==> config.mk <==
export PLATFORM = sky130hd
export DESIGN_NAME = cdb_result_queue
export DESIGN_NICKNAME = d
export VERILOG_FILES = /design/src/rtl/cdb_pkg.sv /design/src/rtl/cdb_result_queue.sv
export SDC_FILE = /design/constraint.sdc
export NUM_CORES = 1
export LEC_CHECK = 0
export CAP_MARGIN = 20
export CORE_MARGIN = 10
export CORE_UTILIZATION = 50
export DETAILED_ROUTE_END_ITERATION = 10
export PLACE_DENSITY = 0.75
export SYNTH_ARGS = -nofsm -noshare
export SYNTH_HDL_FRONTEND = slang
export SYNTH_SLANG_ARGS = --single-unit
==> constraint.sdc <==
create_clock -name clk -period 4.4 [get_ports clk]
set_input_delay 1.32 -clock clk [delete_from_list [all_inputs] [get_ports clk]]
set_output_delay 1.32 -clock clk [all_outputs]
set_load 0.01 [all_outputs]
==> src/rtl/cdb_pkg.sv <==
// Shared CDB result types: physical-register tag width helper and the result payload struct.
package cdb_pkg;

  localparam int DATA_W        = 32;
  localparam int NUM_PHYS_REGS = 64;
  localparam int ROB_IDX_W     = 7;

  function automatic int preg_bits(input int num_regs);
    return (num_regs > 1) ? $clog2(num_regs) : 1;
  endfunction

  localparam int PREG_BITS = preg_bits(NUM_PHYS_REGS);

  typedef struct packed {
    logic [PREG_BITS-1:0] prd;
    logic [DATA_W-1:0]    data;
    logic [ROB_IDX_W-1:0] rob_idx;
  } cdb_result_t;

endpackage

==> src/rtl/cdb_result_queue.sv <==
// Result FIFO in front of the CDB: buffers a unit's completed results and holds the
// oldest one on the valid/ack handshake until the arbiter grants it.
module cdb_result_queue
  import cdb_pkg::*;
#(
  parameter int DEPTH = 4,
  localparam int CNT_W = $clog2(DEPTH + 1),
  localparam int PTR_W = $clog2(DEPTH)
) (
  input  logic                 clk,
  input  logic                 rst,
  input  logic                 flush,
  input  logic                 in_valid,
  output logic                 in_ready,
  input  logic [PREG_BITS-1:0] in_prd,
  input  logic [DATA_W-1:0]    in_data,
  input  logic [ROB_IDX_W-1:0] in_rob_idx,
  output logic                 out_valid,
  output logic [PREG_BITS-1:0] out_prd,
  output logic [DATA_W-1:0]    out_data,
  output logic [ROB_IDX_W-1:0] out_rob_idx,
  input  logic                 out_ack,
  output logic [CNT_W-1:0]     count,
  output logic [15:0]          stall_cycles
);

  cdb_result_t            mem [DEPTH];
  logic [PTR_W-1:0]       head;
  logic [PTR_W-1:0]       tail;
  logic                   push;
  logic                   pop;
  cdb_result_t            head_entry;

  function automatic logic [PTR_W-1:0] ptr_inc(input logic [PTR_W-1:0] p);
    if (p == PTR_W'(DEPTH - 1)) return '0;
    return p + PTR_W'(1);
  endfunction

  function automatic logic [15:0] sat_inc16(input logic [15:0] v);
    return (v == 16'hFFFF) ? v : v + 16'd1;
  endfunction

  // Handshake qualifiers, all from registered occupancy
  assign in_ready  = (count != CNT_W'(DEPTH));
  assign out_valid = (count != '0);
  assign push      = in_valid & in_ready;
  assign pop       = out_ack & out_valid;

  // Control state: pointers, occupancy, stall counter
  always_ff @(posedge clk) begin
    if (rst) begin
      head         <= '0;
      tail         <= '0;
      count        <= '0;
      stall_cycles <= '0;
    end else if (flush) begin
      head  <= '0;
      tail  <= '0;
      count <= '0;
    end else begin
      if (push) tail <= ptr_inc(tail);
      if (pop)  head <= ptr_inc(head);
      case ({push, pop})
        2'b10:   count <= count + CNT_W'(1);
        2'b01:   count <= count - CNT_W'(1);
        default: count <= count;
      endcase
      if (out_valid && !out_ack) stall_cycles <= sat_inc16(stall_cycles);
    end
  end

  // Payload storage carries no reset; occupancy alone decides what is valid
  always_ff @(posedge clk) begin
    if (!rst && !flush && push) begin
      mem[tail] <= '{prd: in_prd, data: in_data, rob_idx: in_rob_idx};
    end
  end

  assign head_entry  = mem[head];
  assign out_prd     = head_entry.prd;
  assign out_data    = head_entry.data;
  assign out_rob_idx = head_entry.rob_idx;

endmodule

==> run metrics, run 1 <==
yosys warns=0; H-Tree Depth=1; terminus of the critical flop-to-flop path=count[2]$_SDFFE_PP0P_; Sum Neg Setup Slack=0 ns; DR pass1 iterations=4; met2 GRT Util=0.234; synthesized area=7770 um2; Final #Nets=574; final wirelength=14800 um; Crit Path Category=reg2out; Max Root-Sink Buffers=3; origin of the critical flop-to-flop path=count[0]$_SDFFE_PP0P_; cell depth of the worst flop-to-flop path=9; Leak=3.15 nW; Slew Limit Headroom=0.570; CP Capture Type=output pin; #FFs+latches synth=205; vias in the first global route=4176; Starting Density=0.511; first-pass GRT wire length=23600 um; routability cong.=0.809; Worst Setup Start Kind=flop; GR Util met3=0.0482; Via density=5.52; largest net degree at the start of global routing=46; total number of vias=3956; DRC Markers=0; TritonCTS Sinks=205; worst-skew pair later-pin latency=0.48 ns; CTS tree=yes; CTS Hold Bufs=0; final setup violation count=0; post-DP HPWL=9720 um; die width=145 um; post-synthesis net count=443; Final Cycle Share=0.871; die outline height=145 um; hold slack=0.497 ns; Slew @ Worst Pin=0.645 ns; worst-path fanout max=25; Core ar.=15200 um2; number of buffers created by CTS=21; Final min period=3.83 ns; share of layout cells above drive strength 1=0.178; Max Slew Vio Count=0; Avg Cell Area, Syn=20.2 um2; routed len/inst=20.7 um; Worst EP arrival=2.51 ns; Worst EP required=3.08 ns; global route overflow=0; Pwr Density=406 nW/um2; # rows=45; register area share after synthesis=0.760; final antenna diode count=0; I/O pins=116; 1st-iter DRT viols=215; Hold Path Origin=head[1]$_SDFFE_PP0P_; clock-pin slew on the worst setup and hold paths=0.06 ns; Antenna Nets Post-Route=0; Post-CTS Setup Repair Bufs=0; outcome=finished clean; initial antenna violation count=0; hold path depth=2; Max-cap violations=0; Worst VDD drop=0.248 mV; Final Hold Viols=0; Synth cell types=35; fmax=261 MHz; busiest grt layer=met2; Post-CTS Resized=0; FF-to-FF setup slack=2.16 ns; root cell of the clock tree=clkbuf_16; total track usage=0.145; RSZ-0062 raised after global routing=no; layout overhead on the synthesized area=27.3%; Hold/Removal Path Class=reg2reg; met1 usage=0.184; Port Buffer Count=115; worst clock skew=0.00700 ns; Cells after Synth=385; full die area=20900 um2
-- critical path, cell delays in order, from the launching register on --
cell             delay (ns)
dfxtp_4                0.68
buf_12                 0.27
mux4_2                 0.54
clkdlybuf4s50_1        0.52
-- layout by cell type (no fill, tap or decap), types with 5 or more instances in the layout --
cell type	synthesis	routed
nand2_1	14	14
nand3_1	9	9
xor2_1	5	5
buf_12	0	5
clkdlybuf4s50_1	0	115
xnor2_1	9	9
mux4_2	45	45
nor2_1	20	20
a21oi_1	8	8
clkbuf_1	8	7
edfxtp_1	180	180
dfxtp_1	25	23
clkbuf_16	0	21
ha_1	7	7
inv_1	8	8
-- power by group --
| part | internal [W] | leakage, nW | switching, W |
|---|---|---|---|
| combinational | 0.000100 | 0.998 | 0.0000756 |
| clock | 0.00105 | 0.324 | 0.000657 |
| sequential | 0.00213 | 1.83 | 0.00000975 |
| total | 0.00328 | 3.15 | 0.000742 |
-- state kept, by name, indices dropped and copies added, names as in the netlist, named ones only --
name / cells
mem: 180
stall_cycles: 16
count: 3
head: 2
tail: 2
-- synth_stat cells --
master | count | area share
o31a_1 | 1 | 0.0011
nand4_2 | 1 | 0.0016
edfxtp_1 | 180 | 0.70
or3_1 | 4 | 0.0032
xor2_1 | 5 | 0.0056
nand2_1 | 14 | 0.0068
xnor2_1 | 9 | 0.010
nand4_4 | 1 | 0.0027
nand3_1 | 9 | 0.0058
nor3_2 | 1 | 0.0013
nor4b_2 | 1 | 0.0019
buf_2 | 6 | 0.0039
nand4_1 | 3 | 0.0024
nor2b_1 | 1 | 0.00081
and2_1 | 5 | 0.0040
and3_1 | 3 | 0.0024
dfxtp_1 | 25 | 0.064
or2_2 | 1 | 0.00081
buf_4 | 1 | 0.00097
clkbuf_1 | 8 | 0.0039
ha_1 | 7 | 0.011
o21ai_0 | 2 | 0.0013
inv_1 | 8 | 0.0039
mux4_2 | 45 | 0.13
nor2_1 | 20 | 0.0097
nor3_1 | 4 | 0.0026
a21oi_1 | 8 | 0.0052
nor4_4 | 1 | 0.0027
mux2_4 | 1 | 0.0019
nor4_1 | 3 | 0.0024
nor3b_2 | 1 | 0.0016
fa_1 | 1 | 0.0026
nor3b_1 | 1 | 0.00097
a211oi_1 | 1 | 0.00097
and4_1 | 3 | 0.0034
-- final cells by class --
class,instances,area (um2)
Tap cell,188,235
Multi-Input combinational cell,157,1770
Sequential cell,205,5910
Fill cell,1012,5310
Inverter,8,30.0
Timing Repair Buffer,123,1270
Clock inverter,5,76.3
Clock buffer,31,593
-- stage by stage --
stage,instances,instance area [um2],total power [W],worst slack (ns),util
2_1_floorplan,385,7770,0.00225,0.809,-
3_3_place_gp,681,9220,0.00236,1.02,0.607
3_5_place_dp,681,9220,0.00236,0.977,0.607
4_1_cts,717,9890,0.00408,0.486,0.651
5_1_grt,717,9890,0.00417,0.384,0.651
6_report,717,9890,0.00402,0.566,0.651
-- worst max path at each step --
| stage | start | to | slack, ns | cells past startpoint |
|---|---|---|---|---|
| floorplan | rst | mem[0][0]$_DFFE_PP_ | 0.81 | 5 |
| detailed placement | flush | mem[2][4]$_DFFE_PP_ | 0.98 | 5 |
| global route | flop | out_data[23] | 0.38 | 3 |
| global placement | flush | mem[2][4]$_DFFE_PP_ | 1.02 | 5 |
| CTS | flop | out_data[23] | 0.49 | 3 |
| finish | flop | out_data[23] | 0.57 | 3 |
-- cell families after synthesis --
logic type	share of synthesized area
buffers and inverters	0.0126
adder cells (fa/ha/maj)	0.0138
AO/OA/AOI/OAI	0.00853
flip-flops	0.760
multiplexers	0.132
XOR/XNOR	0.0158
AND/OR/NAND/NOR	0.0571
-- metal layers --
metal	wire length, um	up-vias	part of all wire
li1	-	1808	-
met1	6040	2002	0.41
met2	7220	129	0.49
met3	1380	17	0.093
met4	192	0	0.013
met5	0	-	0
Power figures use the tool's default switching activity.
==> run 2, diff against run 1 <==
==> constraint.sdc (replaced) <==
create_clock -name clk -period 4.39 [get_ports clk]
set_input_delay 1.317 -clock clk [delete_from_list [all_inputs] [get_ports clk]]
set_output_delay 1.317 -clock clk [all_outputs]
set_load 0.01 [all_outputs]
==> run 2 against run 1 <==
Via count fell by 0.25%. Global-route usage is essentially flat. First-iteration DRC count is 8.8% higher. Flip-flop and latch count unchanged. Final cell count up 0.42%. Final area down 0.58%. Count of clock-buffer cells in the layout is 5 lower. Setup slack better by 0.011 ns. Die area unchanged. Non-clock buffer count up 2. Clock power down 9%. Critical path type unchanged. Highest routed layer is now met5. Critical path depth unchanged.
==> run metrics, run 2 (synthesis gave the netlist of run 1 again) <==
outcome=finished clean; number of buffers created by CTS=21 (unchanged); die outline height=145 um (unchanged); DP Area=9240 um2 (+0.16%); Hold/Removal Path Class=reg2reg; Leak=3.13 nW (-0.53%); first-pass GRT wire length=23700 um (+0.73%); Via density=5.48 (-0.67%); CP max-delay cell=dfxtp_4; full die area=20900 um2 (unchanged); I/O pins=116 (unchanged); Worst Setup Start Kind=flop; Final #Nets=576 (+0.35%); Most flops, register=mem; global route overflow=0 (unchanged); origin of the critical flop-to-flop path=count[0]$_SDFFE_PP0P_; Slew @ Worst Pin=0.601 ns (-0.0439 ns); CP bufs+invs=2 (unchanged); FF-to-FF setup slack=2.17 ns (about the same); terminus of the critical flop-to-flop path=count[2]$_SDFFE_PP0P_; share of layout cells above drive strength 1=0.180 (+0.00276); Worst Setup EP=out_data[25]; RSZ-0062 raised after global routing=no; final setup violation count=0 (unchanged); Starting Density=0.511 (unchanged); Max Slew Vio Count=0 (unchanged); Max-cap violations=0 (unchanged); root cell of the clock tree=clkbuf_16; Final Hold Viols=0 (unchanged); total number of vias=3946 (-0.25%); die width=145 um (unchanged); CTS tree=yes; Post-CTS Setup Repair Bufs=0 (unchanged); Pwr Density=392 nW/um2 (-3.5%); Post-CTS Resized=0 (unchanged); DR pass1 iterations=5 (+1); Largest regs=mem: 180 flops, stall_cycles: 16 flops, count: 3 flops; vias in the first global route=4349 (+4.1%); CP Capture Type=output pin; initial antenna violation count=1 (+1); worst-path fanout max=25 (unchanged); largest net degree at the start of global routing=46 (unchanged); max reg flops=180 (unchanged); commonest non-fill, non-tap cells in the layout=edfxtp_1, clkdlybuf4s50_1, mux4_2, dfxtp_1, clkbuf_16; Worst VDD drop=0.221 mV (-11%); post-DP HPWL=10200 um (+4.5%); Antenna Nets Post-Route=0 (unchanged); Sum Neg Setup Slack=0 ns (unchanged); Worst EP arrival=2.50 ns (about the same); DRC Markers=0 (unchanged); 1st-iter DRT viols=234 (+8.8%); layout overhead on the synthesized area=26.5%; clock-pin slew on the worst setup and hold paths=0.06 ns (about the same); total track usage=0.145 (about the same); worst clock skew=0.0103 ns (+0.00333 ns); routability cong.=0.807 (-0.20%); final antenna diode count=0 (unchanged); H-Tree Depth=1 (unchanged); routed len/inst=20.8 um (+0.59%); Final Cycle Share=0.868; commonest non-fill, non-tap cell in the layout=edfxtp_1; Core ar.=15200 um2 (unchanged); CP cell instances=buf_12 -> mux4_2 -> clkdlybuf4s50_1; Port Buffer Count=115 (unchanged); Crit Path Category=reg2out; max incr delay on CP=0.68 ns (about the same); Max Root-Sink Buffers=3 (unchanged); CP top delay family=buffers and inverters; Slew Limit Headroom=0.597 (+0.0262); final wirelength=15000 um (+1.0%); CTS Hold Bufs=0 (unchanged); fmax=262 MHz; Worst EP required=3.07 ns (about the same); WP depth=3 (unchanged); fin area=9840 um2 (-0.58%); Final min period=3.81 ns; cell depth of the worst flop-to-flop path=9 (unchanged); worst-skew pair later-pin latency=0.47 ns (about the same); TritonCTS Sinks=205 (unchanged); # rows=45 (unchanged)
## run 2: cell types whose count changed in the layout (fill, tap and decap cells not counted)
cell       change
buf_4          +2
clkinv_4       -1
clkbuf_1       -2
clkinv_1       +3
bufinv_16      -2
inv_6          +1
clkinv_2       +5
clkbuf_8       -3
## run 2: final cells by class
cell class	instances	area [um2]
well taps	188	235
clock inverters	11	52.6
inverters	8	30.0
fillers	1040	5370
flip-flops and latches	205	5910
repair buffers	125	1290
clock buffers	26	544
multi-input cells	157	1770
## run 2: worst min path at each step
stage,endpoint,cells after the start,from,slack [ns]
floorplan,flop,2,head[1]$_SDFFE_PP0P_,0.45
detailed placement,flop,2,head[1]$_SDFFE_PP0P_,0.49
finish,tail[1]$_SDFFE_PP0P_,2,tail[1]$_SDFFE_PP0P_,0.50
global route,tail[1]$_SDFFE_PP0P_,2,tail[1]$_SDFFE_PP0P_,0.52
CTS,tail[1]$_SDFFE_PP0P_,2,tail[1]$_SDFFE_PP0P_,0.50
global placement,flop,2,head[1]$_SDFFE_PP0P_,0.46
## run 2: routing by layer
metal / up-vias / GRT usage / share of wire
met5: - / 0 / 0.00087
met4: 2 / 0.0324 / 0.013
met3: 22 / 0.0482 / 0.089
met2: 129 / 0.246 / 0.49
met1: 1985 / 0.176 / 0.40
li1: 1808 / - / -
## run 2: stage by stage
| stage | hold slack (ns) | setup slack (ns) | util | power (W) | instances |
|---|---|---|---|---|---|
| floorplan | 0.454 | 0.802 | - | 0.00225 | 385 |
| global placement | 0.462 | 1.02 | 0.608 | 0.00236 | 683 |
| detailed placement | 0.493 | 0.989 | 0.608 | 0.00237 | 683 |
| CTS | 0.501 | 0.500 | 0.647 | 0.00391 | 720 |
| global route | 0.521 | 0.409 | 0.647 | 0.00400 | 720 |
| finish | 0.502 | 0.578 | 0.647 | 0.00386 | 720 |
## run 2: power breakdown
| part | leakage, nW | switching, W | internal [W] |
|---|---|---|---|
| Sequential | 1.83 | 0.00000984 | 0.00214 |
| Combinational | 1.01 | 0.0000757 | 0.000101 |
| Clock | 0.297 | 0.000657 | 0.000878 |
## run 2: worst register-to-register path, stage by stage, from the launching register on
cell     delay, ns
dfxtp_1       0.38
or3_1         0.25
nand2_1       0.15
inv_1         0.11
ha_1          0.20
inv_1         0.07
fa_1          0.37
xor2_1        0.16
or3_1         0.31
a21oi_1       0.14
